## config.mk

```make
export PLATFORM = sky130hd
export DESIGN_NAME = thermo_modn_counter
export DESIGN_NICKNAME = d
export VERILOG_FILES = /design/src/rtl/thermo_modn_counter.sv
export SDC_FILE = /design/constraint.sdc
export NUM_CORES = 1
export LEC_CHECK = 0
export CAP_MARGIN = 15
export CORE_AREA = 3 3 80 82
export DETAILED_ROUTE_END_ITERATION = 16
export DIE_AREA = 0 0 83 85
export GPL_TIMING_DRIVEN = 0
export PLACE_DENSITY = 0.63
export SLEW_MARGIN = 20
export SYNTH_ARGS = -nofsm -noshare
export SYNTH_HDL_FRONTEND = slang
export SYNTH_SLANG_ARGS = --single-unit
```

## constraint.sdc

```tcl
create_clock -name clk -period 4.1 [get_ports clk]
set_input_delay 0.82 -clock clk [delete_from_list [all_inputs] [get_ports clk]]
set_output_delay 0.82 -clock clk [all_outputs]
set_load 0.05 [all_outputs]
```

## src/rtl/thermo_modn_counter.sv

```systemverilog
// thermo_modn_counter: prescaled mod-N counter with up/down/ping-pong/hold
// modes, clamped parallel load, terminal-count pulse and a registered
// thermometer-code view of the count.
module thermo_modn_counter #(
   parameter  int N   = 16,
   parameter  int DIV = 50_000_000,
   localparam int CW  = $clog2(N)
) (
   input  logic          clk,
   input  logic          reset,
   input  logic [CW-1:0] in,
   input  logic          load,
   input  logic [1:0]    mode,
   output logic [CW-1:0] count,
   output logic [N-2:0]  thermo_count,
   output logic          tc,
   output logic          dir
);

   localparam int PW = (DIV > 1) ? $clog2(DIV) : 1;

   localparam logic [CW-1:0] TOP     = CW'(N - 1);
   localparam logic [CW-1:0] TOP_M1  = CW'(N - 2);
   localparam logic [PW-1:0] PRE_TOP = PW'(DIV - 1);

   localparam logic [1:0] MODE_UP   = 2'b00;
   localparam logic [1:0] MODE_DOWN = 2'b01;
   localparam logic [1:0] MODE_PING = 2'b10;

   logic [PW-1:0]  pre;
   logic           en;
   logic [CW-1:0]  count_next;
   logic           dir_next;
   logic           tc_next;
   logic [N-2:0]   thermo_next;

   // With DIV = 1 pre is pinned at 0, so en is constantly high.
   assign en = (pre == PRE_TOP);

   // Prescaler: free-running 0..DIV-1, unaffected by load.
   always_ff @(posedge clk or negedge reset) begin
      if (!reset) pre <= '0;
      else        pre <= en ? '0 : pre + PW'(1);
   end

   // Next count/dir/tc: load beats an enabled step, which beats holding.
   always_comb begin
      count_next = count;
      dir_next   = dir;
      tc_next    = 1'b0;
      if (load) begin
         // Compare in a wide domain so out-of-range inputs clamp to N-1.
         count_next = (int'(in) > N - 1) ? TOP : in;
      end else if (en) begin
         case (mode)
            MODE_UP: begin
               if (count == TOP) begin
                  count_next = '0;
                  tc_next    = 1'b1;
               end else begin
                  count_next = count + CW'(1);
               end
            end
            MODE_DOWN: begin
               if (count == '0) begin
                  count_next = TOP;
                  tc_next    = 1'b1;
               end else begin
                  count_next = count - CW'(1);
               end
            end
            MODE_PING: begin
               if (!dir) begin
                  if (count == TOP) begin
                     count_next = TOP_M1;
                     dir_next   = 1'b1;
                     tc_next    = 1'b1;
                  end else begin
                     count_next = count + CW'(1);
                  end
               end else begin
                  if (count == '0) begin
                     count_next = CW'(1);
                     dir_next   = 1'b0;
                     tc_next    = 1'b1;
                  end else begin
                     count_next = count - CW'(1);
                  end
               end
            end
            default: ; // hold
         endcase
      end
   end

   // Thermometer decode of the current count, registered below.
   always_comb begin
      thermo_next = '0;
      for (int i = 0; i < N - 1; i++) thermo_next[i] = (i < int'(count));
   end

   // Counter state and registered outputs.
   always_ff @(posedge clk or negedge reset) begin
      if (!reset) begin
         count        <= '0;
         dir          <= 1'b0;
         tc           <= 1'b0;
         thermo_count <= '0;
      end else begin
         count        <= count_next;
         dir          <= dir_next;
         tc           <= tc_next;
         thermo_count <= thermo_next;
      end
   end

endmodule

```

# Word level (Yosys, flattened, before mapping)
# Cells that the tools add are included.
[op_classes] add_sub_neg=3 order_cmp=15 eq_ne=4 muxes=17 bitwise_logic=1 reduce_logical=6
[ops] op="$lt 4x4->1 const A" count=7
[ops] op="$mux 4" count=7
[ops] op="$add 26x1->26 const B" count=1
[ops] op="$eq 26x26->1 const B" count=1
[ops] op="$mux 26" count=1
[ops] op="$lt 3x4->1 const A" count=4
[ops] op="$pmux 4 s3" count=1
[ops] op="$lt 1x4->1 const A" count=2
[ops] op="$lt 2x4->1 const A" count=2
[ops] op="$mux 1" count=7
[ops] op="$add 4x1->4 const B" count=1
[ops] op="$eq 4x4->1 const B" count=1
[ops] op="$logic_not 4->1" count=1
[ops] op="$reduce_bool 4->1" count=1
[ops] op="$sub 4x1->4 const B" count=1
[ops] op="$pmux 1 s3" count=1
[ops] op="$reduce_and 3->1" count=1
[ops] op="$eq 2x1->1 const B" count=1
[ops] op="$eq 2x2->1 const B" count=1
[ops] op="$logic_not 2->1" count=1
[ops] op="$reduce_and 2->1" count=1
[ops] op="$reduce_bool 2->1" count=1
[ops] op="$not 1->1" count=1
[totals] regBits=47 in_bits=9 output_inout_bits=21 elab_cells=51

# Depth between registers and ports, before layout
# Gate-level depths: netlist of the first run.
[depth] word_depth=6 ltp_mapped=9 depth_no_buf=7

# Least setup slack after synthesis of the first run
# Ideal clock, no wire load.
[synth_path] path_kind="register to register" start="register count[0]" end="register count[1]" setup_ns=0.125 arrival_ns=2.081 t_required_ns=3.975 slack_ns=1.895 stages_incl_launch_ff=10 path_buffers=2 synth_period_minus_slack_ns=2.205 cell_sequence="dfrtp_1 clkbuf_1 inv_1 ha_1 clkbuf_1 nand2_1 nand2_1 a31oi_1 a31oi_1 mux2_2"
[synth_via] elab_chain_cells=6 elab_cells_between_ends=12 classes_between="add/sub (2); eq/ne (1); mux (8); reduce/logical (1)"
[synth_lines] item="start, declared" line="14" source="output logic [CW-1:0] count,"
[synth_lines] item="start signal, assigned" line="110" source="count <= count_next;"
[synth_lines] item="$add 4x1->4 (tied with other cells)" line="61, 79"
[synth_lines] item="$mux 4 (on tied branches)" line="74, 82"
[synth_lines] item="$mux 4" line="73" source="if (!dir) begin"
[synth_lines] item="$pmux 4 s3 (*)" line="55" source="case (mode)"
[synth_lines] item="$mux 4 (*)" line="54" source="end else if (en) begin"
[synth_lines] item="$mux 4 (*)" line="51" source="if (load) begin"
# Mark *: on every way between the ends. The rest lies on a longest branch, timed or not. The select of a mux whose other input is x is not followed.
# A chain may end at the register's enable or synchronous reset.

# Worst setup path in the final report of the first run
[layout_path] start="input port mode[0]" end="register count[0]"
[layout_via] elab_chain_cells=4 elab_cells_between_ends=8 classes_between="eq/ne (2); mux (3); reduce/logical (3)"
[layout_lines] item="start, declared" line="13" source="input logic [1:0] mode,"
[layout_lines] item="$eq 2x2->1 (tied with other cells)" line="55"
[layout_lines] item="$pmux 4 s3" line="55"
[layout_lines] item="$mux 4" line="54"
[layout_lines] item="$mux 4" line="51"
# Several ways; a longest one is shown, not always the timed one. The select of a mux whose other input is x is not followed.

==> impl_metrics.py, run 1 <==
metrics = {
    "status": {
        "status": "completed",
    },
    "pwr": {
        "pwr_density_cell_nw_per_um2": 349.9,
        "leakagePower_nw": 1.321,
        "power_w": 0.001058,
        "peakVddDrop_v": 0.0001840,
    },
    "global_route": {
        "grt_pass1_vias": 1916,
        "track_usage_pct": 16.16,
        "grt_max_degree": 27,
        "globalRouteOverflowTotal": 0,
        "grt_pass1_wl_um": 9232,
        "antenna_found_initial": 0,
    },
    "die": {
        "ios": 30,
        "start_util_pct": 43.63,
        "core_um2": 5816,
        "die_width_um": 83,
        "die_y_um": 85,
        "design.die.area_um2": 7055,
        "rows": 28,
    },
    "clock_network": {
        "clock_path_buffers": 2,
        "cts.sinks": 47,
        "root_buffer": "clkbuf_8",
        "clk_pin_slew_ns": 0.08,
        "cts_tree": "built",
        "cts.repair.resized": 0,
        "cts_setup_buffers": 0,
        "numCtsBuffers": 5,
        "clk_latency_ns": 0.30,
        "ctsHtreeMaxLevel": 2,
        "postCtsHoldBufs": 0,
    },
    "worst_setup_path": {
        "slowest_delay_ns": 0.54,
        "path_cells": "clkdlybuf4s50_1, inv_1, ha_1, clkbuf_1, o21ai_0, a221oi_1, o21ai_0, o21ai_0",
        "r2r_slack_ns": 1.81,
        "worstPathMaxFanout": 10,
        "startpoint_type": "primary input",
        "cp_common_cell": "o21ai_0",
        "path_buf_inv": 3,
        "crit_slowest_cell": "clkdlybuf4s50_1",
        "critPathRequiredTime_ns": 4.32,
        "arrival_ns": 2.87,
        "path_delay_family": "buffers and inverters",
        "path_class": "in -> reg",
        "cp-end-kind": "flip-flop",
    },
    "route": {
        "vias_per_cell": 5.305,
        "via_count": 1984,
        "ant_nets": 0,
        "drcViolationCount": 0,
        "wl_um": 5305,
        "drt_iter0_drc": 178,
        "avgRoutedWirePerCell_um": 14.18,
        "dr.pass1.iters": 4,
    },
    "timing": {
        "setup_viol": 0,
        "final_hold_viol_count": 0,
        "setup_tns_ns": 0,
        "fin_crit_sh_pct": 64.74,
        "finalMaxSlewViolations": 0,
        "setup_ws_ns": 1.446,
        "hold_ws_ns": 0.4760,
        "fmax_ghz": 0.3768,
        "worstMarginPinSlew_ns": 0.6901,
        "fin_worst_skew_ns": 0.007603,
        "min_period_ns": 2.654,
        "rsz0062_at_grt": "false",
        "maxSlewHeadroom_pct": 53.64,
    },
    "finish": {
        "drive_above_1_share_pct": 8.027,
        "fin_util_pct": 52.00,
        "fillCellCount": 559,
        "antenna_cells": 0,
        "nNetsFinal": 318,
        "area_growth_syn_to_layout_pct": 19.18,
    },
    "job": {
        "maxCapViolCount": 0,
    },
    "synthesis": {
        "synth_cell_types": 50,
        "netlist_area_um2": 2537,
        "synth.avg_cell_area_um2": 9.685,
        "synth_edf_count": 0,
        "syn_nets": 281,
        "ys_seq_area_share_pct": 46.35,
        "dominantRegCellSynth": "dfrtp_1",
        "ys_ff_latch": 47,
        "netlist_instances": 262,
        "synthArstFlopShare_pct": 100.0,
        "yosys_warnings": 0,
    },
    "place": {
        "dp_slack_ns": 1.146,
        "hpwl_um": 3908,
        "gp_congestion": 0.8998,
        "port_buffers": 29,
    },
    "min_path": {
        "hold_path.class": "reg -> reg",
    },
}
[cell usage after synthesis, drive strengths merged (2+ instances only)]
library cell	number	area, µm²
dfrtp	47	1176
nand2	25	93.84
nor2	25	93.84
nand3	16	80.08
inv	14	52.55
xor2	13	113.9
ha	10	125.1
xnor2	10	87.58
clkbuf	9	33.78
a31oi	8	50.05
o21ai	7	35.03
nand4	6	37.54
a21oi	5	25.02
and2	5	31.28
and3	5	32.53
buf	5	26.27
nor3	5	25.02
a21o	4	30.03
nor2b	4	25.02
or3	4	25.02
mux2	3	33.78
nor4	3	33.78
or4	3	27.53
a21boi	2	15.01
and4	2	17.52
o2111ai	2	23.77
o211ai	2	15.01
o21a	2	15.01
o21bai	2	15.01
o221ai	2	17.52
o22ai	2	12.51
[registers in the layout, summed over array words and instances (netlist names)]
signal,count
thermo_count,15
dir,1
pre,26
count,4
tc,1
[cell usage in the layout (no fill, tap or decap), types with 3 or more instances in the layout]
master,instances
a31oi_1,8
nor2b_1,4
nor3_1,5
xnor2_1,10
a21oi_1,5
nand3_1,16
mux2_2,3
and2_1,4
clkdlybuf4s50_1,28
nand2_1,25
o21ai_0,6
clkbuf_8,6
a21o_1,4
nand4_1,6
buf_2,4
nor2_1,25
xor2_1,13
and3_1,4
ha_1,10
inv_1,14
dfrtp_1,47
or3_1,4
clkbuf_1,9
[stage by stage]
| step | instance area [µm²] | std cells |
|---|---|---|
| floorplan | 2537 | 262 |
| global placement | 2922 | 366 |
| detailed placement | 2937 | 367 |
| CTS | 3024 | 374 |
| global route | 3024 | 374 |
| finish | 3024 | 374 |
[layout make-up]
type,instances,area [µm²],share of cell area [%]
multi-input combinational,187,1249,41.29
tap,75,93.84,3.103
clock inverter,1,5.005,0.1655
sequential,47,1176,38.89
inverter,14,52.55,1.738
buffer,14,60.06,1.986
timing repair buffer,30,305.3,10.10
clock buffer,6,82.58,2.731
[layer usage]
layer	wire length [µm]	up-vias	GRT usage [%]
li1	-	983	-
met1	2476	943	20.93
met2	2492	49	27.11
met3	229	9	2.718
met4	106	0	6.389
met5	0	-	0
[cell families (layout without fill, tap and decap cells)]
| kind of cell | after synthesis | count (layout) | share of synthesized area, % |
|---|---|---|---|
| adder cells (fa/ha/maj) | 10 | 10 | 4.931 |
| buffers and inverters | 28 | 65 | 4.438 |
| flip-flops | 47 | 47 | 46.35 |
| AO/OA/AOI/OAI | 44 | 44 | 12.18 |
| AND/OR/NAND/NOR | 107 | 107 | 22.83 |
| XOR/XNOR | 23 | 23 | 7.939 |
| multiplexers | 3 | 3 | 1.331 |
[worst reg2reg max path, delay by kind of cell, from the launching register on]
family | cells | cell delay (ns)
compound gates | 2 | 0.30
fa+ha+maj | 1 | 0.25
buf+inv | 3 | 0.70
flops | 1 | 0.44
mux | 1 | 0.28
simple gates | 2 | 0.19
[report_power, final]
part | switching (W) | internal, W | total, W
Sequential | 0.0000116 | 0.000485 | 0.000497
Clock | 0.000149 | 0.000132 | 0.000281
Combinational | 0.000184 | 0.0000960 | 0.000280
[path summary, 6_finish.rpt]
| path | start | to | cells after the start |
|---|---|---|---|
| worst max register to register | count[0] | count[1] | 9 |
| worst min-delay path | pre[6] | pre[6] | 1 |
| worst max-delay path | mode[0] | count[0] | 8 |
| worst min register to register | pre[6] | pre[6] | 1 |
| min in group asynchronous | reset | pre[23] | 1 |
| max in group asynchronous | reset | thermo_count[8] | 2 |
No activity file was read; power rests on OpenSTA's default activity.
==> run 2, diff against run 1 <==
==> constraint.sdc (replaced) <==
create_clock -name clk -period 2.5 [get_ports clk]
set_input_delay 0.5 -clock clk [delete_from_list [all_inputs] [get_ports clk]]
set_output_delay 0.5 -clock clk [all_outputs]
set_load 0.05 [all_outputs]
==> impl_metrics.py, run 2 (synthesis gave the netlist of run 1 again) <==
metrics = {
    "status": {
        "status": "completed",
    },
    "clock_network": {
        "root_buffer": "clkbuf_8",
        "numCtsBuffers": 5,
        "clk_pin_slew_ns": 0.09,
        "clk_latency_ns": 0.30,
        "cts.sinks": 47,
        "cts_tree": "built",
        "ctsHtreeMaxLevel": 2,
        "postCtsHoldBufs": 0,
        "clock_path_buffers": 2,
    },
    "finish": {
        "multiInputGateArea_um2": 1249,
        "nNetsFinal": 318,
        "antenna_cells": 0,
        "top_regs": "pre (26), thermo_count (15), count (4)",
        "largest_reg_flops": 26,
        "layout_common_cells": "dfrtp_1 (47), clkdlybuf4s50_1 (28), nand2_1 (25), nor2_1 (25), nand3_1 (16)",
        "largest_register": "pre",
        "fillCellCount": 560,
        "fin_util_pct": 52.04,
        "final_common_cell": "dfrtp_1",
        "drive_above_1_share_pct": 8.696,
        "fin_area_um2": 3027,
        "area_growth_syn_to_layout_pct": 19.28,
        "seqCellArea_um2": 1176,
    },
    "route": {
        "dr.pass1.iters": 4,
        "drcViolationCount": 0,
        "vias_per_cell": 5.278,
        "ant_nets": 0,
        "wl_um": 5291,
        "drt_iter0_drc": 187,
        "avgRoutedWirePerCell_um": 14.15,
        "via_count": 1974,
    },
    "worst_setup_path": {
        "worstPathMaxFanout": 10,
        "cp-end-kind": "flip-flop",
        "critPathRequiredTime_ns": 2.69,
        "arrival_ns": 2.47,
        "path_class": "in -> reg",
        "startpoint_type": "primary input",
    },
    "die": {
        "ios": 30,
        "start_util_pct": 43.63,
        "die_width_um": 83,
        "core_um2": 5816,
        "die_y_um": 85,
        "design.die.area_um2": 7055,
        "rows": 28,
    },
    "pwr": {
        "power.share.sequential_pct": 46.9,
        "power.switching_w": 0.0005659,
        "clkPwrFrac_pct": 26.5,
        "power_w": 0.001737,
        "pwr_density_cell_nw_per_um2": 573.9,
        "leakagePower_nw": 1.327,
        "peakVddDrop_v": 0.0003025,
        "p_int_w": 0.001171,
        "p_sw_share_pct": 32.58,
        "power_frac_comb_pct": 26.6,
    },
    "global_route": {
        "grt_pass1_wl_um": 9232,
        "antenna_found_initial": 0,
        "grt_util_met2_pct": 27.11,
        "grtUsageMet1_pct": 20.93,
        "grt_use_met3_pct": 2.718,
        "grt.busiest_layer": "met2",
        "grt_max_degree": 27,
        "track_usage_pct": 16.16,
        "grt_pass1_vias": 1916,
        "globalRouteOverflowTotal": 0,
    },
    "timing": {
        "setup_tns_ns": 0,
        "rsz0062_at_grt": "false",
        "setup_viol": 0,
        "maxSlewHeadroom_pct": 53.89,
        "fin_worst_skew_ns": 0.008076,
        "fin_crit_sh_pct": 91.13,
        "worstMarginPinSlew_ns": 0.6864,
        "min_period_ns": 2.278,
        "final_hold_viol_count": 0,
        "finalMaxSlewViolations": 0,
        "fmax_ghz": 0.4389,
    },
    "job": {
        "maxCapViolCount": 0,
    },
    "place": {
        "gp_congestion": 0.8998,
        "hpwl_um": 3908,
        "port_buffers": 29,
        "placed_cell_area_um2": 2937,
    },
    "min_path": {
        "hold_path.class": "in -> async",
    },
}
run 2: critical path, cell delays in order:
cell	delay [ns]
clkdlybuf4s50_1	0.54
inv_1	0.08
ha_1	0.32
clkbuf_2	0.20
or3_1	0.38
o21ai_0	0.08
a31oi_1	0.08
mux2_2	0.28
run 2: timing repair:
action | 4_1_cts | 5_1_grt
buffers inserted | 0 | 0
resized for setup | 0 | 4
endpoints found under the hold margin | 0 | 0
endpoints found under the setup margin | 0 | 2
run 2: final timing paths:
kind                       cells after the start  slack (ns)              end  startpoint
setup / recovery                               8        0.22         count[1]     mode[0]
setup reg to reg                               9        0.24         count[1]    count[1]
hold / removal                                 1        0.17          pre[23]       reset
min in group clk                               1        0.48           pre[6]      pre[6]
max in group asynchronous                      2        1.82  thermo_count[8]       reset
hold reg to reg                                1        0.48           pre[6]      pre[6]
run 2: through the flow:
| stage | setup WS [ns] | hold WS (ns) | cells |
|---|---|---|---|
| floorplan | 0.2947 | 0.2044 | 262 |
| global placement | -0.3736 | 0.4607 | 366 |
| detailed placement | -0.1337 | 0.4675 | 367 |
| CTS | 0.1937 | 0.1728 | 374 |
| global route | 0.01375 | 0.1934 | 374 |
| finish | 0.2218 | 0.1704 | 374 |
run 2: per-layer routing:
| metal | vias to the layer above | routed length, µm | share of wire (%) |
|---|---|---|---|
| li1 | 987 | - | - |
| met5 | - | 0 | 0 |
| met2 | 42 | 2471 | 47 |
| met4 | 0 | 105 | 2.0 |
| met1 | 936 | 2500 | 47 |
| met3 | 9 | 214 | 4.0 |
run 2: layout make-up:
class                           count  area share [%]
Buffer                             14           2.067
Clock buffer                        6           2.728
Clock inverter                      1          0.1654
Inverter                           14           1.736
Multi-Input combinational cell    187           41.26
Sequential cell                    47           38.86
Tap cell                           75           3.100
Timing Repair Buffer               30           10.09
run 2: power by group through the flow:
stage / registers [W] / logic, W / clock network (W)
6_report: 0.000814 / 0.000461 / 0.000461
2_1_floorplan: 0.000955 / 0.000180 / 0
3_5_place_dp: 0.000830 / 0.000459 / 0
5_1_grt: 0.000821 / 0.000499 / 0.000509
4_1_cts: 0.000815 / 0.000461 / 0.000481
3_3_place_gp: 0.000829 / 0.000454 / 0
